--- src/rtl/fifo_drain.sv ---
// Read-side controller for the synchronous FIFO: issues reads, absorbs the registered
// read latency in a two-entry skid buffer, and presents words on a valid/ready stream.
// Optional delivered-word counter (pop_count) is enabled with FIFO_DRAIN_STATS_EN.
module fifo_drain #(
    parameter int DATA_WIDTH = 8
) (
    input  logic                  clk,
    input  logic                  rst_n,
    input  logic                  fifo_empty,
    input  logic [DATA_WIDTH-1:0] fifo_data_out,
    output logic                  fifo_rd_en,
    input  logic                  flush,
    output logic                  m_valid,
    output logic [DATA_WIDTH-1:0] m_data,
    input  logic                  m_ready
`ifdef FIFO_DRAIN_STATS_EN
    ,
    output logic [15:0]           pop_count
`endif
);

    typedef enum logic [1:0] {
        EMPTY = 2'd0,
        HALF  = 2'd1,
        FULL  = 2'd2
    } occ_t;

    occ_t                  occ_reg, occ_next;
    logic                  inflight_reg;
    logic [DATA_WIDTH-1:0] head_reg, tail_reg;

    logic       pop;
    logic [2:0] level;
    logic       head_from_fifo, tail_from_fifo, head_from_tail;

    assign m_valid = (occ_reg != EMPTY);
    assign m_data  = head_reg;
    assign pop     = m_valid && m_ready;

    // Words held after this cycle, before any new read; a read may only be
    // issued when this leaves room for the word to land next cycle.
    assign level      = {1'b0, occ_reg} + {2'b00, inflight_reg} - {2'b00, pop};
    assign fifo_rd_en = rst_n && !fifo_empty && !flush && (level <= 3'd1);

    always_comb begin
        occ_next = occ_reg;
        if (flush) begin
            occ_next = EMPTY;
        end else begin
            case (occ_reg)
                EMPTY: if (inflight_reg) occ_next = HALF;
                HALF: begin
                    if (inflight_reg && !pop)      occ_next = FULL;
                    else if (!inflight_reg && pop) occ_next = EMPTY;
                end
                FULL: if (pop && !inflight_reg) occ_next = HALF;
                default: occ_next = EMPTY;
            endcase
        end
    end

    // The arriving word lands at index occ - pop; a pop from FULL advances the tail.
    always_comb begin
        head_from_fifo = 1'b0;
        tail_from_fifo = 1'b0;
        head_from_tail = 1'b0;
        if (!flush) begin
            head_from_tail = pop && (occ_reg == FULL);
            if (inflight_reg) begin
                head_from_fifo = (occ_reg == EMPTY) || ((occ_reg == HALF) && pop);
                tail_from_fifo = ((occ_reg == HALF) && !pop) || ((occ_reg == FULL) && pop);
            end
        end
    end

    always_ff @(posedge clk or negedge rst_n) begin
        if (!rst_n) begin
            occ_reg      <= EMPTY;
            inflight_reg <= 1'b0;
        end else begin
            occ_reg      <= occ_next;
            inflight_reg <= fifo_rd_en;
        end
    end

    always_ff @(posedge clk or negedge rst_n) begin
        if (!rst_n) begin
            head_reg <= '0;
            tail_reg <= '0;
        end else begin
            if (head_from_fifo)      head_reg <= fifo_data_out;
            else if (head_from_tail) head_reg <= tail_reg;
            if (tail_from_fifo)      tail_reg <= fifo_data_out;
        end
    end

`ifdef FIFO_DRAIN_STATS_EN
    // Counts deliveries only; flush leaves it untouched.
    always_ff @(posedge clk or negedge rst_n) begin
        if (!rst_n) begin
            pop_count <= 16'd0;
        end else if (pop) begin
            pop_count <= pop_count + 16'd1;
        end
    end
`endif

endmodule
--- config.mk ---
export PLATFORM = sky130hd
export DESIGN_NAME = fifo_drain
export DESIGN_NICKNAME = d
export VERILOG_FILES = /design/src/rtl/fifo_drain.sv
export SDC_FILE = /design/constraint.sdc
export NUM_CORES = 1
export LEC_CHECK = 0
export ABC_AREA = 1
export BUFFER_PORTS_ARGS = -buffer_cell sky130_fd_sc_hd__buf_4
export CELL_PAD_IN_SITES_DETAIL_PLACEMENT = 0
export CELL_PAD_IN_SITES_GLOBAL_PLACEMENT = 1
export CORE_MARGIN = 2
export CORE_UTILIZATION = 41
export CTS_BUF_LIST = sky130_fd_sc_hd__clkbuf_4
export DETAILED_ROUTE_END_ITERATION = 8
export GPL_TIMING_DRIVEN = 0
export HOLD_SLACK_MARGIN = 0.02
export MAX_ROUTING_LAYER = met4
export PLACE_DENSITY = 0.8
export SLEW_MARGIN = 15
export SYNTH_ARGS = -nofsm -noshare
export SYNTH_HDL_FRONTEND = slang
export SYNTH_SLANG_ARGS = --single-unit
--- constraint.sdc ---
create_clock -name clk -period 3.25 [get_ports clk]
set_input_delay 0.4875 -clock clk [delete_from_list [all_inputs] [get_ports clk]]
set_output_delay 0.4875 -clock clk [all_outputs]
set_load 0.01 [all_outputs]
# Word-level counts from Yosys, hierarchy flattened
# Cells that the tools add are included.
[classes]
n_eq_ne = 5
n_div = 0
n_bitwise = 0
addsub = 2
n_reduce_logical = 19
n_mux = 13
shifts = 0
magnitude_cmp = 1
multipliers = 0
[op_table]
columns = ["op", "count"]
rows = [
  ["2-to-1 mux 8 bit", 2],
  ["2-to-1 mux 2 bit", 5],
  ["logical AND 1 bit", 9],
  ["!= test 3 bit (second input constant)", 2],
  ["one-hot mux 2 bit (3 select lines)", 1],
  ["2-to-1 mux 1 bit", 5],
  ["logical NOT 1 bit", 4],
  ["!= test 4 bit (second input constant)", 1],
  ["nonzero test 2 bit", 2],
  ["adder 2 x 1 -> 3 bit", 1],
  ["<= comparator 3 x 1 -> 1 bit (second input constant)", 1],
  ["AND reduction 3 bit", 1],
  ["subtractor 3 x 1 -> 3 bit", 1],
  ["== test 2 x 1 -> 1 bit (second input constant)", 1],
  ["== test 2 bit (second input constant)", 1],
  ["logical NOT 2 bit", 1],
  ["logical OR 1 bit", 2],
]
[totals]
out_inout_bits = 10
rom_bits = 0
latch_bits = 0
ram_bits = 0
mem_count = 0
register_bits = 19

# Logic depth before layout (Yosys ltp)
# Gate-level depths: netlist of run 1.
[logic_depth]
ltp_word = 7
mapped_depth = 12
ltp_nobuf = 10

# Worst setup path before layout of run 1
# No wires, ideal clock.
[synth_path]
path_kind = "register -> output"
startpoint = "register occ_reg[1]"
endpoint = "output fifo_rd_en"
n_path_buf = 2
arrival_ns = 2.423
setup_slack_ns = 0.339
path_stages_with_launch = 13
cell_sequence = "dfrtp_1 clkbuf_2 inv_1 buf_6 nand2_2 nand2_1 ha_1 inv_1 ha_1 inv_1 fa_1 nand2_1 nor4_1"
[synth_via]
elab_chain_cells = 5
word_cells_on_any_way = 6
classes_between = "2 x add/sub; 1 x order compare; 3 x reduce/logical"
[synth_rtl]
columns = ["element", "line_no", "text"]
rows = [
  ["start, declared", "28", "occ_t occ_reg, occ_next;"],
  ["start signal, assigned", "81", "occ_reg <= occ_next;"],
  ["nonzero test 2 bit", "36", "assign m_valid = (occ_reg != EMPTY);"],
  ["net m_valid", "13", "output logic m_valid,"],
  ["logical AND 1 bit", "38", "assign pop = m_valid && m_ready;"],
  ["subtractor 3 x 1 -> 3 bit", "42", "assign level = {1'b0, occ_reg} + {2'b00, inflight_reg} - {2'b00, pop};"],
  ["<= comparator 3 x 1 -> 1 bit", "43", "assign fifo_rd_en = rst_n && !fifo_empty && !flush && (level <= 3'd1);"],
  ["logical AND 1 bit", "43", ""],
  ["end, declared", "11", "output logic fifo_rd_en,"],
]
# The timed path passes the listed nets, and every way through them passes these cells.

# Worst setup path after layout of run 1
[layout_path]
startpoint = "register occ_reg[1]"
endpoint = "output fifo_rd_en"
[layout_via]
elab_chain_cells = 5
word_cells_on_any_way = 6
classes_between = "2 x add/sub; 1 x order compare; 3 x reduce/logical"
[layout_rtl]
columns = ["element", "line_no"]
rows = [
  ["parallel branches: the longest is 2 deep, another holds adder 2 x 1 -> 3 bit", "--"],
  ["subtractor 3 x 1 -> 3 bit *", "42"],
  ["<= comparator 3 x 1 -> 1 bit *", "43"],
  ["logical AND 1 bit *", "43"],
]
# Mark *: on every way between the ends.

==> results.tsv, run 1 <==
stage	metric	value	unit
outcome	status	finished, final reports clean	
floorplan	Die Ht	56.1	µm
synth	Syn Nets	147	
setup_path	Data arrival, critical path	2.60	ns
grt	Remaining Overflow, GRT	0	
setup_path	Critical path buffers and inverters	6	
grt	GRT busiest layer	met2	
synth	Ys Warns	0	
power	switching pwr	0.348	mW
cells_and_area	Final Cell Area	1430	µm²
power	Clock Power Share	13.6	%
clock_tree	CTS tree	yes	
clock_tree	clock insertion delay at the later pin of the skew report	0.30	ns
clock_tree	clk sinks	19	
synth	Avg Cell Area, Syn	8.50	µm²
power	LEAKAGE	0.805	nW
clock_tree	worst-case clock buffer depth	2	
sta	endpoints failing hold	0	
floorplan	row cnt	18	
setup_path	CP required	2.76	ns
drt	WL final	2540	µm
cells_and_area	n_diodes	0	
grt	met1 Usage GRT	23.3	%
power	Switching Share	38.3	%
sta	fin crit period	3.09	ns
power	Max rail drop VDD	0.000336	V
synth	async set-reset flop share out of synthesis	100	%
drt	router iterations before antenna repair	4	
setup_path	CP Max Fanout	5	
grt	largest net degree at the start of global routing	21	
placed_design	Final HPWL DP	1780	µm
setup_path	WS Path Type	flip-flop to output pin	
synth	share of the synthesized area in the top cell type	42.7	%
setup_path	Crit path max-delay family	adder cells	
setup_path	CP Launch Type	flip-flop	
synth	Area contributors post-synth	dfrtp_1 43%, nand3_1 14%, nand2_1 11%	
clock_tree	Worst-path clk slew	0.12	ns
floorplan	Core Area	2520	µm²
synth	Post-synth EDFFs	0	
synth	Primary FF master, synth	dfrtp_1	
setup_path	slowest cell delay on critical path	0.49	ns
clock_tree	Root Buffer	clkbuf_4	
synth	Gate Count Post-Synth	131	
drt	DR WL/cell	13.1	µm
synth	synthesis-stage register bit count	19	
synth	most frequent cell after synthesis	nand2_1	
sta	Rel. slew slack	78.4	%
power	Pwr Density	636	nW/µm²
power	P_int	0.561	mW
placed_design	GP Congestion	0.856	
setup_path	crit path capture type	output pin	
drt	DR iter-0 viols	22	
synth	Cell variety after synth	23	
flow_run	Max Cap Viol	0	
grt	all-layer global routing usage	17.7	%
clock_tree	number of buffers created by CTS	3	
cells_and_area	share of cells above drive strength 1	31.7	%
floorplan	die area	3150	µm²
floorplan	Chip Width	56.1	µm
sta	Slew @ Worst Pin	0.322	ns
floorplan	io pins	23	
power	sequential group share of total power	43.2	%
cells_and_area	Area Overhead vs Synth	28.3	%
synth	Post-Syn Area	1110	µm²
placed_design	Placed Area	1320	µm²
power	total power	0.909	mW
synth	top cells by count, synth	32 x nand2_1, 31 x nand3_1, 19 x dfrtp_1, 16 x inv_1, 9 x nand4_1	
grt	first-pass GRT wire length	4260	µm
sta	Max Fclk	324	MHz
grt	GR Util met2	28.2	%
cells_and_area	Finished Layout Cells	194	
sta	max-slew violation count	0	
drt	Vias	986	
setup_path	slowest CP cell	fa_1	
sta	fin crit share	95.0	%
clock_tree	H-Tree Depth	1	
grt	vias in the first global route	927	
drt	Antenna Nets Post-Route	0	
cells_and_area	NumNets Final	181	
floorplan	Starting Density	44.1	%
drt	# DRC	0	
sta	Hold WS	0.0445	ns
placed_design	PortBufs	22	
setup_path	critical-path cell list	buf_8, inv_2, buf_6, nand2_4, nand2_1, ha_1, inv_1, ha_1, inv_1, fa_1, nand2_2, nor4_4, buf_4	
synth	register area share after synthesis	42.7	%
placed_design	cell count after placement	183	
power	combinational share of power	43.2	%
grt	initial antenna violation count	0	
min_path	hold crit path type	primary input to asynchronous set/reset pin	
sta	clock skew	0.00591	ns
sta	final setup fails	0	
drt	Via density	5.08	
synth	area leader, netlist	dfrtp_1	
grt	met3 Use GR	2.09	%
cell usage in the layout, fill, tap and decap left out, types with 2 or more instances in the layout:
master,instances
dfrtp_1,19
buf_6,2
clkbuf_4,3
nand2_4,3
nand3_4,2
nand2_1,31
nand2_2,2
ha_1,2
buf_4,29
inv_1,15
nand4_1,9
nand3_1,31
inv_2,3
power groups by stage:
stage	logic (mW)	clock network (mW)	registers, mW
final	0.392	0.124	0.393
after global routing	0.440	0.146	0.406
after CTS	0.379	0.129	0.392
after detailed placement	0.374	0	0.397
after global placement	0.368	0	0.396
after floorplan	0.212	0	0.412
worst reg2reg max path: stages, from the launching register on:
cell and delay (ns):
dfrtp_1 0.42, buf_8 0.14, inv_2 0.07, buf_6 0.12, nand2_4 0.06, nand2_1 0.07, ha_1 0.22, inv_1 0.05
ha_1 0.13, inv_1 0.05, fa_1 0.49, nand2_2 0.07, nor4_4 0.24
stage by stage:
stage | setup WS (ns) | TNS [ns] | utilization [%]
2_1_floorplan | 0.339 | 0 | -
3_3_place_gp | 0.266 | 0 | 52.2
3_5_place_dp | 0.148 | 0 | 52.2
4_1_cts | 0.0238 | 0 | 54.2
5_1_grt | -0.00450 | -0.00450 | 56.6
6_report | 0.164 | 0 | 56.6
per-layer routing:
layer	vias to the layer above	wire, µm
met5	-	0
met4	0	15
met3	2	76
met2	15	1250
met1	467	1200
li1	502	-
path summary, 6_finish.rpt:
path                                           endpoint  cells after the start                     from  slack [ns]
max in group asynchronous        occ_reg[0]$_DFFE_PN0P_                      1                    rst_n        2.99
min in group clk                 inflight_reg$_DFF_PN0_                      2               fifo_empty        0.36
worst min-delay path            tail_reg[4]$_DFFE_PN0P_                      1                    rst_n        0.04
worst max-delay path                         fifo_rd_en                     13   occ_reg[1]$_DFFE_PN0P_        0.16
worst max register to register   inflight_reg$_DFF_PN0_                     12   occ_reg[1]$_DFFE_PN0P_        1.02
worst min register to register  tail_reg[2]$_DFFE_PN0P_                      2  tail_reg[2]$_DFFE_PN0P_        0.49
what timing repair did:
action                                  CTS  global route
endpoints found under the setup margin    1             1
buffers inserted                          1             6
hold buffers                              0             0
resized for setup                         4             4
pin swaps                                 1             1
cloned                                    0             0
kinds of logic after synthesis:
kind of cell,share of synthesized area (%)
AOI/OAI and AO/OA,2.58
adders and majority gates,4.04
xor gates and xnor gates,0.787
DFF,42.7
and+or+nand+nor,40.9
buffers and inverters,8.99
layout make-up:
cell class                 instances  area [µm²]
buffer                             4        42.5
clock buffer                       3        22.5
fill                             235        1090
timing repair buffer              29         218
tap                               30        37.5
clock inverter                     1        5.00
multi-input combinational         90         561
inverter                          18        67.6
sequential                        19         475
No activity file was read; power rests on OpenSTA's default activity.
==> inputs of run 2 (changes only) <==
--- a/config.mk
+++ b/config.mk
@@ -10,13 +10,13 @@
 export CELL_PAD_IN_SITES_DETAIL_PLACEMENT = 0
 export CELL_PAD_IN_SITES_GLOBAL_PLACEMENT = 1
 export CORE_MARGIN = 2
-export CORE_UTILIZATION = 41
-export CTS_BUF_LIST = sky130_fd_sc_hd__clkbuf_4
+export CORE_UTILIZATION = 39
+export CTS_BUF_LIST = sky130_fd_sc_hd__clkbuf_16
 export DETAILED_ROUTE_END_ITERATION = 8
 export GPL_TIMING_DRIVEN = 0
 export HOLD_SLACK_MARGIN = 0.02
 export MAX_ROUTING_LAYER = met4
-export PLACE_DENSITY = 0.8
+export PLACE_DENSITY = 0.77
 export SLEW_MARGIN = 15
 export SYNTH_ARGS = -nofsm -noshare
 export SYNTH_HDL_FRONTEND = slang
==> run 2 against run 1 <==
  * Routed wire length down 1.2%
  * Die area is 4.8% higher
  * Sequential power about the same
  * Clock skew decreased by 0.0046 ns
  * Combinational power shrank 2%
  * First-iteration DRC count rose by 50%
  * Clock power is 100% higher
  * Via count decreased by 0.20%
  * Maximum frequency is 0.60% lower
  * Non-clock buffer count unchanged
  * Clock-buffer cell count unchanged
  * Critical path type unchanged
  * Largest cell class unchanged
  * Largest power group unchanged
==> results.tsv, run 2 (same netlist as run 1, synthesis figures left out) <==
stage	metric	value	unit
cells_and_area	Final Core Density	53.5	%
cells_and_area	Area Overhead vs Synth	31.3	%
cells_and_area	most frequent cells in the layout	32 x nand2_1, 31 x nand3_1, 29 x buf_4	
floorplan	io pins	23	
sta	endpoints failing hold	0	
placed_design	GP Congestion	0.857	
drt	router iterations before antenna repair	4	
grt	vias in the first global route	953	
sta	final setup fails	0	
sta	fin crit period	3.10	ns
clock_tree	CTS tree	yes	
floorplan	Core Area	2730	µm²
power	Max rail drop VDD	0.000485	V
grt	all-layer global routing usage	17.2	%
clock_tree	H-Tree Depth	1	
floorplan	Starting Density	40.7	%
clock_tree	worst-case clock buffer depth	2	
sta	Hold WS	0.106	ns
flow_run	Max Cap Viol	0	
grt	first-pass GRT wire length	4310	µm
drt	DR iter-0 viols	33	
clock_tree	Root Buffer	clkbuf_16	
setup_path	CP Launch Type	flip-flop	
setup_path	crit path capture type	output pin	
min_path	hold crit path type	primary input to asynchronous set/reset pin	
floorplan	die area	3300	µm²
grt	largest net degree at the start of global routing	21	
grt	Remaining Overflow, GRT	0	
floorplan	Die Ht	57.4	µm
clock_tree	clock insertion delay at the later pin of the skew report	0.25	ns
floorplan	row cnt	19	
drt	WL final	2510	µm
clock_tree	number of buffers created by CTS	3	
drt	Antenna Nets Post-Route	0	
clock_tree	Worst-path clk slew	0.05	ns
sta	Rel. slew slack	79.4	%
cells_and_area	NumNets Final	181	
placed_design	Final HPWL DP	1800	µm
setup_path	reg2reg path depth	12	
clock_tree	clk sinks	19	
drt	Vias	984	
setup_path	CP required	2.76	ns
power	Pwr Density	704	nW/µm²
setup_path	WS Path Type	flip-flop to output pin	
floorplan	Chip Width	57.4	µm
sta	fin crit share	95.5	%
clock_tree	# hold bufs at CTS	0	
setup_path	Data arrival, critical path	2.62	ns
power	LEAKAGE	0.824	nW
sta	Slew @ Worst Pin	0.308	ns
cells_and_area	Finished Layout Cells	195	
setup_path	CP Max Fanout	6	
placed_design	PortBufs	22	
power	total power	1.03	mW
cells_and_area	most common cell after layout, fill and taps aside	nand2_1	
placed_design	cell count after placement	184	
sta	clock skew	0.00129	ns
outcome	status	finished, final reports clean	
drt	Via density	5.05	
grt	initial antenna violation count	0	
cells_and_area	share of cells above drive strength 1	31.1	%
sta	max-slew violation count	0	
sta	Max Fclk	322	MHz
drt	# DRC	0	
cells_and_area	n_diodes	0	
drt	DR WL/cell	12.9	µm
==> run 2: stage by stage <==
stage / setup slack [ns] / instance area [µm²] / TNS, ns
floorplan: 0.339 / 1110 / 0
global placement: 0.272 / 1320 / 0
detailed placement: 0.176 / 1320 / 0
CTS: 0.0165 / 1400 / 0
global route: -0.0250 / 1460 / -0.0250
finish: 0.145 / 1460 / 0
==> run 2: layer usage <==
layer | vias to the layer above | part of all wire, % | global-route usage [%]
li1 | 498 | - | -
met1 | 456 | 44 | 23.0
met2 | 26 | 51 | 26.9
met3 | 4 | 4.3 | 2.72
met4 | 0 | 0.84 | 4.98
met5 | - | 0 | -
==> run 2: layout make-up <==
class                   instances  area, µm²
plain buffers                   4       38.8
clock buffers                   3       75.1
clock inverters                 1       5.00
fillers                       253       1270
inverters                      18       67.6
multi-input cells              90        544
flip-flops and latches         19        475
well taps                      31       38.8
repair buffers                 29        218
==> run 2: repair_timing <==
item | 4_1_cts | 5_1_grt
resized for setup | 1 | 5
pin swaps | 0 | 1
setup endpoints to repair | 1 | 1
setup buffers | 0 | 7
==> run 2: critical path: stages, from the launching register on <==
cell	delay, ns
dfrtp_1	0.40
buf_6	0.13
inv_2	0.05
buf_6	0.12
nand2_2	0.10
nand2_1	0.06
ha_1	0.26
inv_1	0.06
ha_1	0.13
inv_1	0.04
fa_1	0.47
nand2_1	0.06
nor4_2	0.30
buf_4	0.17
==> run 2: power by group <==
| group | total [mW] | internal (mW) | switching (mW) |
|---|---|---|---|
| Clock | 0.254 | 0.165 | 0.0887 |
| Combinational | 0.383 | 0.178 | 0.204 |
| Sequential | 0.394 | 0.334 | 0.0590 |
| Total | 1.03 | 0.678 | 0.352 |
==> run 2: final timing paths <==
check,start,endpoint,slack (ns)
min,rst_n,tail_reg[6]$_DFFE_PN0P_,0.11
max,occ_reg[1]$_DFFE_PN0P_,fifo_rd_en,0.15
max reg2reg,occ_reg[1]$_DFFE_PN0P_,inflight_reg$_DFF_PN0_,0.95
min reg2reg,tail_reg[1]$_DFFE_PN0P_,tail_reg[1]$_DFFE_PN0P_,0.47
min in group clk,fifo_empty,inflight_reg$_DFF_PN0_,0.40
max in group asynchronous,rst_n,m_data[5]$_DFFE_PN0P_,2.93
